==> config.mk <==
export PLATFORM = sky130hd
export DESIGN_NAME = bin_clock_seg7_scan
export DESIGN_NICKNAME = d
export VERILOG_FILES = /design/src/rtl/bin_clock_pkg.sv /design/src/rtl/bin_clock_seg7_enc.sv /design/src/rtl/bin_clock_seg7_scan.sv
export SDC_FILE = /design/constraint.sdc
export NUM_CORES = 1
export LEC_CHECK = 0
export ABC_AREA = 1
export CAP_MARGIN = 20
export CORE_ASPECT_RATIO = 1.1
export CORE_MARGIN = 1
export CORE_UTILIZATION = 51
export DETAILED_ROUTE_END_ITERATION = 16
export GPL_ROUTABILITY_DRIVEN = 0
export MAX_ROUTING_LAYER = met4
export PLACE_DENSITY = 0.77
export REMOVE_ABC_BUFFERS = 1
export SKIP_LAST_GASP = 1
export SLEW_MARGIN = 20
export SYNTH_ARGS = -nofsm -noshare
export SYNTH_HDL_FRONTEND = slang
export SYNTH_SLANG_ARGS = --single-unit
==> constraint.sdc <==
create_clock -name clk_i -period 3 [get_ports clk_i]
set_input_delay 0.45 -clock clk_i [delete_from_list [all_inputs] [get_ports clk_i]]
set_output_delay 0.45 -clock clk_i [all_outputs]
set_load 0.01 [all_outputs]
==> src/rtl/bin_clock_pkg.sv <==
// Shared constants and helpers for the binary-clock display path:
// 7-segment glyphs, digit position indices and a divider-free split
// of a 0..63 value into tens and ones.
package bin_clock_pkg;

    // Segment order is {g,f,e,d,c,b,a}, active-high.
    localparam logic [6:0] SEG_DIGIT [0:9] = '{
        7'h3F, 7'h06, 7'h5B, 7'h4F, 7'h66,
        7'h6D, 7'h7D, 7'h07, 7'h7F, 7'h6F
    };
    localparam logic [6:0] SEG_DASH  = 7'b1000000;
    localparam logic [6:0] SEG_BLANK = 7'b0000000;

    // Scan positions, left to right on the display.
    localparam logic [2:0] DIG_HOUR_TENS = 3'd0;
    localparam logic [2:0] DIG_HOUR_ONES = 3'd1;
    localparam logic [2:0] DIG_MIN_TENS  = 3'd2;
    localparam logic [2:0] DIG_MIN_ONES  = 3'd3;
    localparam logic [2:0] DIG_SEC_TENS  = 3'd4;
    localparam logic [2:0] DIG_SEC_ONES  = 3'd5;
    localparam int         NUM_DIGITS    = 6;

    typedef struct packed {
        logic [3:0] tens;
        logic [3:0] ones;
    } bcd2_t;

    // Tens/ones split by a comparison ladder; the subtraction result
    // always fits in four bits because it is below ten.
    function automatic bcd2_t div10(input logic [5:0] v);
        bcd2_t r;
        if (v >= 6'd60) begin
            r.tens = 4'd6;
            r.ones = 4'(v - 6'd60);
        end else if (v >= 6'd50) begin
            r.tens = 4'd5;
            r.ones = 4'(v - 6'd50);
        end else if (v >= 6'd40) begin
            r.tens = 4'd4;
            r.ones = 4'(v - 6'd40);
        end else if (v >= 6'd30) begin
            r.tens = 4'd3;
            r.ones = 4'(v - 6'd30);
        end else if (v >= 6'd20) begin
            r.tens = 4'd2;
            r.ones = 4'(v - 6'd20);
        end else if (v >= 6'd10) begin
            r.tens = 4'd1;
            r.ones = 4'(v - 6'd10);
        end else begin
            r.tens = 4'd0;
            r.ones = v[3:0];
        end
        return r;
    endfunction

endpackage

==> src/rtl/bin_clock_seg7_enc.sv <==
// Combinational glyph encoder for one display position. Takes the
// already-selected field value (hour, minute or seconds), which digit of
// that field is being drawn, and whether the field is in range.
module bin_clock_seg7_enc
    import bin_clock_pkg::*;
(
    input  logic [5:0] value_i,
    input  logic [2:0] digit_i,
    input  logic       valid_i,
    output logic [6:0] seg_o
);

    logic [5:0] w_value_adj;
    bcd2_t      w_bcd;

    // Hour 0 is shown as 12, which only matters for the hour-ones digit.
    assign w_value_adj = (digit_i == DIG_HOUR_ONES && value_i == 6'd0) ? 6'd12 : value_i;
    assign w_bcd       = div10(w_value_adj);

    // Pick the glyph for this position; out-of-range fields draw a dash.
    always_comb begin
        seg_o = SEG_BLANK;
        if (!valid_i) begin
            seg_o = SEG_DASH;
        end else begin
            case (digit_i)
                DIG_HOUR_TENS: begin
                    // Leading "1" for 10, 11, 12 and for 0 (displayed as 12).
                    if (value_i == 6'd0 || value_i >= 6'd10)
                        seg_o = SEG_DIGIT[1];
                    else
                        seg_o = SEG_BLANK;
                end
                DIG_HOUR_ONES,
                DIG_MIN_ONES,
                DIG_SEC_ONES:  seg_o = SEG_DIGIT[w_bcd.ones];
                DIG_MIN_TENS,
                DIG_SEC_TENS:  seg_o = SEG_DIGIT[w_bcd.tens];
                default:       seg_o = SEG_BLANK;
            endcase
        end
    end

endmodule

==> src/rtl/bin_clock_seg7_scan.sv <==
// Six-digit multiplexed 7-segment driver for HH MM SS. A slot counter
// dwells DIGIT_CYCLES on each digit with the first BLANK_CYCLES dark to
// suppress ghosting. Time inputs are captured once per frame so a frame
// never shows a mixture of two times. All outputs are registered.
module bin_clock_seg7_scan
    import bin_clock_pkg::*;
#(
    parameter int DIGIT_CYCLES = 1000,
    parameter int BLANK_CYCLES = 16
) (
    input  logic       clk_i,
    input  logic       reset_ni,
    input  logic       enable_i,
    input  logic [3:0] hour_i,
    input  logic [5:0] minute_i,
    input  logic [5:0] seconds_i,
    input  logic       pm_i,
    output logic [6:0] seg_o,
    output logic       dp_o,
    output logic [5:0] digit_n_o,
    output logic       frame_o
);

    localparam int PW = $clog2(DIGIT_CYCLES);

    logic [PW-1:0] r_pcnt;
    logic [2:0]    r_d;
    logic [3:0]    r_hour;
    logic [5:0]    r_min;
    logic [5:0]    r_sec;
    logic          r_pm;

    logic          w_pcnt_last;
    logic          w_frame_end;
    logic          w_frame_start;
    logic          w_hour_valid;
    logic          w_min_valid;
    logic          w_sec_valid;
    logic [5:0]    w_field;
    logic          w_field_valid;
    logic [6:0]    w_seg_next;
    logic          w_dp_next;
    logic          w_lit;
    logic [5:0]    w_digit_n_next;

    assign w_pcnt_last   = (r_pcnt == PW'(DIGIT_CYCLES - 1));
    assign w_frame_end   = w_pcnt_last && (r_d == DIG_SEC_ONES);
    assign w_frame_start = (r_pcnt == '0) && (r_d == DIG_HOUR_TENS);

    // Dwell counter and digit index; the index advances when the dwell wraps.
    always_ff @(posedge clk_i or negedge reset_ni) begin
        if (!reset_ni) begin
            r_pcnt <= '0;
            r_d    <= DIG_HOUR_TENS;
        end else if (w_pcnt_last) begin
            r_pcnt <= '0;
            r_d    <= (r_d == DIG_SEC_ONES) ? DIG_HOUR_TENS : r_d + 3'd1;
        end else begin
            r_pcnt <= r_pcnt + 1'b1;
        end
    end

    // Capture the time on the last cycle of a frame so the next frame is coherent.
    always_ff @(posedge clk_i or negedge reset_ni) begin
        if (!reset_ni) begin
            r_hour <= '0;
            r_min  <= '0;
            r_sec  <= '0;
            r_pm   <= 1'b0;
        end else if (w_frame_end) begin
            r_hour <= hour_i;
            r_min  <= minute_i;
            r_sec  <= seconds_i;
            r_pm   <= pm_i;
        end
    end

    // Hour 0 is legal (shown as 12); 13..15 are not.
    assign w_hour_valid = (r_hour <= 4'd12);
    assign w_min_valid  = (r_min  <  6'd60);
    assign w_sec_valid  = (r_sec  <  6'd60);

    // Route the snapshot field that owns the current digit to the encoder.
    always_comb begin
        w_field       = '0;
        w_field_valid = 1'b0;
        case (r_d)
            DIG_HOUR_TENS, DIG_HOUR_ONES: begin
                w_field       = {2'b00, r_hour};
                w_field_valid = w_hour_valid;
            end
            DIG_MIN_TENS, DIG_MIN_ONES: begin
                w_field       = r_min;
                w_field_valid = w_min_valid;
            end
            DIG_SEC_TENS, DIG_SEC_ONES: begin
                w_field       = r_sec;
                w_field_valid = w_sec_valid;
            end
            default: begin
                w_field       = '0;
                w_field_valid = 1'b0;
            end
        endcase
    end

    bin_clock_seg7_enc u_enc (
        .value_i (w_field),
        .digit_i (r_d),
        .valid_i (w_field_valid),
        .seg_o   (w_seg_next)
    );

    // Decimal points: blinking colon substitute on hour/minute ones, PM flag on the last digit.
    always_comb begin
        w_dp_next = 1'b0;
        case (r_d)
            DIG_HOUR_ONES, DIG_MIN_ONES: w_dp_next = w_sec_valid && !r_sec[0];
            DIG_SEC_ONES:                w_dp_next = r_pm;
            default:                     w_dp_next = 1'b0;
        endcase
    end

    // A digit is driven only after its ghost-blanking window and while enabled.
    assign w_lit = enable_i && (r_pcnt >= PW'(BLANK_CYCLES));

    // Active-low digit strobes; bit 5 is the leftmost digit (index 0).
    generate
        for (genvar gi = 0; gi < NUM_DIGITS; gi++) begin : g_digit_en
            assign w_digit_n_next[gi] = ~(w_lit && (r_d == 3'(NUM_DIGITS - 1 - gi)));
        end
    endgenerate

    // Output registers give a uniform one-cycle latency on every output.
    always_ff @(posedge clk_i or negedge reset_ni) begin
        if (!reset_ni) begin
            seg_o     <= SEG_BLANK;
            dp_o      <= 1'b0;
            digit_n_o <= '1;
            frame_o   <= 1'b0;
        end else begin
            seg_o     <= w_seg_next;
            dp_o      <= w_dp_next;
            digit_n_o <= w_digit_n_next;
            frame_o   <= w_frame_start;
        end
    end

endmodule

==> out/summary.json, run 1 <==
{
  "pwr": {
    "seqPwrFrac_pct": 46.4,
    "switching_power_mw": 0.364,
    "sw_frac_of_total_pct": 26.7,
    "cell_internal_pwr_mw": 1.00,
    "power_per_cell_area_nw_per_um2": 304,
    "power_frac_comb_pct": 20.7,
    "cellLeakagePower_nw": 2.11,
    "worst_ir_drop_vdd_v": 0.000417,
    "clockPowerShare_pct": 32.9
  },
  "die": {
    "num_rows": 28,
    "fp.coreArea_um2": 5400,
    "boundaryPins": 35,
    "die_h_um": 80.8,
    "chipWidth_um": 73.6,
    "fp.dieArea_um2": 5950,
    "floorplan.initialDensity_pct": 53.3
  },
  "critical_path": {
    "worst-setup-path-type": "reg2reg",
    "worst_r2r_path_depth": 19,
    "critical_path_depth": 19,
    "cp.required_ps": 3190,
    "crit_slowest_cell": "sky130_fd_sc_hd__dfrtp_2",
    "worst_path_dominant_cell_family": "simple AND/OR/NAND/NOR gates",
    "critical-path-max-stage-delay_ps": 470,
    "crit_path_cell_trace": "buf_6 > nor2_8 > nand2_4 > nand3_4 > nor2_4 > nand4_4 > nand2_4 > buf_6 > ha_4 > a31oi_4 > nand2_2 > nor2_2 > inv_1 > a21oi_2 > inv_1 > ha_1 > or2_4 > a21oi_4 > a21oi_2",
    "worst_setup_path_start_kind": "flip-flop",
    "critical_path_arrival_ps": 3520,
    "worstPathBufferInverterCount": 4,
    "cp-end-kind": "flip-flop",
    "path_max_fanout": 5
  },
  "logic_synthesis": {
    "post_synth.cell_area_avg_um2": 8.49,
    "syn-instance-count": 339,
    "synth_enable_flop_cells": 0,
    "synth_async_sr_flop_share_pct": 100,
    "post_synth_most_frequent_cells": "69 x sky130_fd_sc_hd__nand2_1, 46 x sky130_fd_sc_hd__inv_1, 39 x sky130_fd_sc_hd__dfrtp_1",
    "synth.lib_cells_used.distinct": 39,
    "synth_top_area_share_pct": 33.9,
    "post_synth_instance_area_um2": 2880,
    "ys_warn_count": 0,
    "ys.flop_type": "sky130_fd_sc_hd__dfrtp_1",
    "synth.most_common_cell": "sky130_fd_sc_hd__nand2_1",
    "yosys-top-cells-area": "sky130_fd_sc_hd__dfrtp_1 34%, sky130_fd_sc_hd__nand2_1 9.0%, sky130_fd_sc_hd__ha_1 8.7%, sky130_fd_sc_hd__mux2_2 6.7%, sky130_fd_sc_hd__nand3_1 6.1%",
    "synth_top_cell_by_area": "sky130_fd_sc_hd__dfrtp_1",
    "ys_seq_area_share_pct": 39.4,
    "synth.ff_latch_count": 45
  },
  "global_routing": {
    "grt_usage_pct": 34.2,
    "grt_remaining_overflow": 0,
    "grt_max_degree": 46,
    "antenna_found_initial": 0,
    "grt_pass1_vias": 2989,
    "global_route_wire_length_before_repair_mm": 14.5
  },
  "timing": {
    "timing_hold_violations_final": 0,
    "max-slew-margin-rel_pct": 51.6,
    "timing.final.crit_period_ps": 3330,
    "worstMarginPinSlew_ps": 722,
    "timing.fmax_mhz": 300,
    "finalSetupViolCount": 7,
    "finalCritPeriodShare_pct": 111,
    "timing.clock.skew_ps": 7.91,
    "final-max-slew-violation-count": 0,
    "unrepaired_setup_endpoints_after_global_routing": "true",
    "setup_slack_ps": -333
  },
  "clocking": {
    "ctsHoldBuffers": 0,
    "latest_clock_arrival_within_the_worst_skew_pair_ps": 300,
    "cts_tree": "yes",
    "cts_htree_levels": 2,
    "total_cts_buffers": 5,
    "clkTransAtPathRegs_ps": 80,
    "cts_max_path_buffers": 2,
    "clock_sink_count": 45,
    "cell_at_the_root_of_the_clock_tree": "sky130_fd_sc_hd__clkbuf_8"
  },
  "detailed_routing": {
    "drt_drc_violations_left": 0,
    "antenna_violating_nets_post_route": 0,
    "via_count": 3123,
    "dr.pass1.iters": 5,
    "detail_routed_net_length_per_standard_cell_um": 19.0,
    "first_iter_violations": 282,
    "wl_mm": 10.2,
    "via_per_inst": 5.83
  },
  "layout": {
    "net_count_of_the_finished_layout": 500,
    "post_route_cells_drive_above_1_share_pct": 48.4,
    "area.growth.synth_to_final_pct": 56.1,
    "ant_cells": 0,
    "final_design_area_no_fill_um2": 4490
  },
  "placed_design": {
    "dp_worst_setup_slack_ps": -350,
    "port_buffers": 34,
    "dpl.hpwl_mm": 5.51,
    "placedInstanceArea_um2": 3700
  },
  "min_path": {
    "hold_class": "in2async"
  },
  "status": {
    "violations_in_the_final_reports": "setup timing",
    "run_status": "finished with violations"
  },
  "job": {
    "drv_cap": 0
  }
}
==> cells in the final DEF (no fill, tap or decap), types with 6 or more instances in the layout <==
cell type / synthesis / routed
sky130_fd_sc_hd__buf_6: 1 / 11
sky130_fd_sc_hd__dfrtp_1: 39 / 37
sky130_fd_sc_hd__nor2_2: 3 / 7
sky130_fd_sc_hd__clkdlybuf4s50_1: 0 / 33
sky130_fd_sc_hd__ha_4: 0 / 8
sky130_fd_sc_hd__nand3_1: 35 / 18
sky130_fd_sc_hd__inv_1: 46 / 33
sky130_fd_sc_hd__inv_2: 4 / 15
sky130_fd_sc_hd__a21oi_2: 1 / 11
sky130_fd_sc_hd__nand2_1: 69 / 58
sky130_fd_sc_hd__dfstp_2: 6 / 6
sky130_fd_sc_hd__buf_4: 0 / 71
sky130_fd_sc_hd__mux2_2: 17 / 17
sky130_fd_sc_hd__nand2_4: 5 / 11
sky130_fd_sc_hd__nand3_2: 0 / 15
sky130_fd_sc_hd__nor2_4: 2 / 6
sky130_fd_sc_hd__nor2_1: 26 / 18
sky130_fd_sc_hd__ha_1: 20 / 9
sky130_fd_sc_hd__nand2_2: 5 / 11
==> worst paths after layout <==
check / start / to / slack, ps
min in group clk_i: r_pcnt[0] / r_pcnt[0] / 470
max in group asynchronous: reset_ni / r_d[2] / 2460
worst max-delay path: r_d[1] / seg_o[1] / -330
worst min-delay path: reset_ni / seg_o[6] / 130
worst min register to register: r_pcnt[0] / r_pcnt[0] / 470
worst max register to register: r_d[1] / seg_o[1] / -330
==> routing by layer <==
layer	part of all wire, %	global-route usage, %	up-vias	wire length (um)
met5	0	-	-	0
met4	6.1	20.4	0	627
met3	6.4	8.93	70	651
met2	50	57.0	195	5130
met1	37	36.3	1505	3790
li1	-	-	1353	-
==> logic make-up (layout without fill, tap and decap cells) <==
kind of cell / count (synthesis) / in the layout / synth area share [%]
multiplexers: 17 / 17 / 6.65
flip-flops: 45 / 45 / 39.4
adder cells (fa/ha/maj): 20 / 20 / 8.70
XOR/XNOR: 5 / 5 / 1.78
AO/OA/AOI/OAI: 38 / 38 / 7.65
AND/OR/NAND/NOR: 161 / 162 / 28.6
buffers and inverters: 53 / 174 / 7.26
==> through the flow <==
| step | hold slack, ps | util (%) | std cells | setup TNS (ps) | power (mW) |
|---|---|---|---|---|---|
| 6_report | 133 | 83.3 | 536 | -1790 | 1.37 |
| 5_1_grt | 184 | 83.3 | 536 | -2610 | 1.41 |
| 4_1_cts | 346 | 78.3 | 529 | -329 | 1.31 |
| 3_5_place_dp | 451 | 68.7 | 501 | -1980 | 0.837 |
| 3_3_place_gp | 451 | 68.7 | 501 | -620 | 0.830 |
| 2_1_floorplan | 154 | - | 337 | -1150 | 0.735 |
==> power groups by stage <==
stage	Combinational (mW)	Clock, mW	Sequential, mW
global placement	0.187	0	0.643
CTS	0.230	0.451	0.633
global route	0.301	0.478	0.635
floorplan	0.0921	0	0.643
detailed placement	0.194	0	0.643
finish	0.282	0.449	0.634
==> registers in the layout, summed over array words and instances (netlist names) <==
name	flops
seg_o	7
dp_o	1
r_pcnt	10
r_pm	1
digit_n_o	6
r_sec	6
r_hour	4
r_d	3
r_min	6
frame_o	1
==> layout make-up <==
cell class	count	area [um^2]
multi-input cells	242	1960
clock inverters	2	35.0
well taps	75	93.8
flip-flops and latches	45	1140
repair buffers	115	987
inverters	51	204
fillers	304	902
clock buffers	6	72.6
==> timing repair <==
item / CTS / global route
pin swaps: 27 / 31
setup endpoints to repair: 7 / 7
buffers inserted: 22 / 8
resized for setup: 68 / 52
gates cloned: 1 / 0
(Power assumes the default switching activity.)
==> run 2: changes to the inputs <==
--- a/config.mk
+++ b/config.mk
@@ -15,6 +15,7 @@
 export MAX_ROUTING_LAYER = met4
 export PLACE_DENSITY = 0.77
 export REMOVE_ABC_BUFFERS = 1
+export SETUP_SLACK_MARGIN = 0.05
 export SKIP_LAST_GASP = 1
 export SLEW_MARGIN = 20
 export SYNTH_ARGS = -nofsm -noshare
==> out/summary.json, run 2 (same netlist as run 1, synthesis figures left out) <==
{
  "status": {
    "run_status": "finished with violations",
    "violations_in_the_final_reports": "setup timing"
  },
  "clocking": {
    "cts_htree_levels": 2,
    "cell_at_the_root_of_the_clock_tree": "sky130_fd_sc_hd__clkbuf_8",
    "cts_tree": "yes",
    "ctsHoldBuffers": 0,
    "total_cts_buffers": 5,
    "clock_sink_count": 45,
    "cts_max_path_buffers": 2,
    "latest_clock_arrival_within_the_worst_skew_pair_ps": 300,
    "clkTransAtPathRegs_ps": 80
  },
  "layout": {
    "layout_commonest_cell": "sky130_fd_sc_hd__buf_4",
    "finish.cell_count_without_fillers": 536,
    "utilization_pct": 83.3,
    "net_count_of_the_finished_layout": 500,
    "ant_cells": 0,
    "num-fill-cells": 304,
    "area.growth.synth_to_final_pct": 56.1,
    "final_design_area_no_fill_um2": 4490,
    "largest_registers": "r_pcnt: 10 flops, seg_o: 7 flops",
    "post_route_cells_drive_above_1_share_pct": 48.4,
    "final_cell_mix": "71 x sky130_fd_sc_hd__buf_4, 58 x sky130_fd_sc_hd__nand2_1, 37 x sky130_fd_sc_hd__dfrtp_1, 33 x sky130_fd_sc_hd__inv_1, 33 x sky130_fd_sc_hd__clkdlybuf4s50_1",
    "largest_reg_flops": 10,
    "registers.top_by_ff_count": "r_pcnt"
  },
  "die": {
    "num_rows": 28,
    "fp.dieArea_um2": 5950,
    "floorplan.initialDensity_pct": 53.3,
    "boundaryPins": 35,
    "chipWidth_um": 73.6,
    "die_h_um": 80.8,
    "fp.coreArea_um2": 5400
  },
  "global_routing": {
    "grt_usage_pct": 34.2,
    "antenna_found_initial": 0,
    "grt_max_degree": 46,
    "grt_remaining_overflow": 0,
    "grt_pass1_vias": 2989,
    "global_route_wire_length_before_repair_mm": 14.5
  },
  "timing": {
    "timing.clock.skew_ps": 7.23,
    "final-max-slew-violation-count": 0,
    "unrepaired_setup_endpoints_after_global_routing": "true",
    "timing.fmax_mhz": 302,
    "worstMarginPinSlew_ps": 723,
    "finalCritPeriodShare_pct": 110,
    "setup_slack_ps": -314,
    "finalSetupViolCount": 7,
    "max-slew-margin-rel_pct": 51.5,
    "timing_hold_violations_final": 0,
    "finalSetupTns_ps": -1730,
    "timing.final.crit_period_ps": 3310
  },
  "pwr": {
    "worst_ir_drop_vdd_v": 0.000416,
    "power_per_cell_area_nw_per_um2": 304,
    "cellLeakagePower_nw": 2.11
  },
  "detailed_routing": {
    "via_per_inst": 5.83,
    "antenna_violating_nets_post_route": 0,
    "wl_mm": 10.1,
    "drt_drc_violations_left": 0,
    "detail_routed_net_length_per_standard_cell_um": 18.9,
    "dr.pass1.iters": 5,
    "first_iter_violations": 281,
    "via_count": 3125
  },
  "critical_path": {
    "worst_r2r_path_depth": 19,
    "worst_setup_path_start_kind": "flip-flop",
    "regToRegSetupSlack_ps": -310,
    "crit_path_cell_trace": "buf_6 > nor2_8 > nand2_4 > nand3_4 > nor2_4 > nand4_4 > nand2_4 > buf_6 > ha_4 > a31oi_4 > nand2_2 > nor2_2 > inv_1 > a21oi_2 > inv_1 > ha_1 > or2_4 > a21oi_4 > a21oi_2",
    "timing.rr.start": "r_d[1]",
    "cp.required_ps": 3190,
    "cp-end-kind": "flip-flop",
    "critical_path_arrival_ps": 3500,
    "worst-setup-path-type": "reg2reg",
    "rr_endpoint": "seg_o[1]",
    "crit_slowest_cell": "sky130_fd_sc_hd__dfrtp_2",
    "worst_path_dominant_cell_family": "simple AND/OR/NAND/NOR gates",
    "worstPathBufferInverterCount": 4,
    "path_max_fanout": 5,
    "critical-path-max-stage-delay_ps": 470
  },
  "placed_design": {
    "dpl.cell_count": 501,
    "port_buffers": 34,
    "dpl.hpwl_mm": 5.51,
    "placedInstanceArea_um2": 3700
  },
  "min_path": {
    "hold_class": "in2async"
  },
  "job": {
    "drv_cap": 0
  }
}
==> run 2: layout make-up <==
cell class / instances / area, um^2 / area share, %
Sequential cell: 45 / 1140 / 25.3
Inverter: 51 / 204 / 4.54
Clock inverter: 2 / 35.0 / 0.780
Tap cell: 75 / 93.8 / 2.09
Multi-Input combinational cell: 242 / 1960 / 43.7
Clock buffer: 6 / 72.6 / 1.62
Timing Repair Buffer: 115 / 987 / 22.0
==> run 2: where the power goes <==
group | switching, mW | leakage, nW | total, mW | internal, mW
sequential | 0.0115 | 0.547 | 0.634 | 0.622
clock | 0.203 | 0.0552 | 0.451 | 0.247
combinational | 0.150 | 1.51 | 0.282 | 0.132
==> run 2: routing by layer <==
layer	global-route usage [%]	wire, um	part of all wire [%]	vias up
met3	8.93	685	6.8	83
met2	57.0	5010	49	204
met5	-	0	0	-
met4	20.4	718	7.1	0
met1	36.3	3720	37	1488
li1	-	-	-	1350
==> run 2: worst max-delay path by stage <==
stage | end | slack (ps) | start | cells after the start
after global routing | seg_o[1] | -440 | r_d[1] | 19
after floorplan | seg_o[1] | -350 | r_d[1] | 20
after CTS | seg_o[1] | -110 | r_d[1] | 19
after detailed placement | seg_o[3] | -350 | r_d[2] | 22
final | seg_o[1] | -310 | r_d[1] | 19
after global placement | seg_o[1] | -140 | r_d[2] | 19
==> run 2: through the flow <==
| step | power (mW) | worst slack [ps] | hold slack (ps) |
|---|---|---|---|
| after global routing | 1.41 | -444 | 184 |
| after CTS | 1.31 | -114 | 346 |
| after detailed placement | 0.837 | -350 | 451 |
| final | 1.37 | -314 | 131 |
| after floorplan | 0.735 | -349 | 154 |
| after global placement | 0.830 | -136 | 451 |
==> run 2: what timing repair did <==
action                                  CTS  global route
cloned                                    1             0
pin swaps                                27            31
endpoints found under the hold margin     0             0
resized for setup                        68            52
buffers inserted                         22             8
endpoints found under the setup margin    7             7
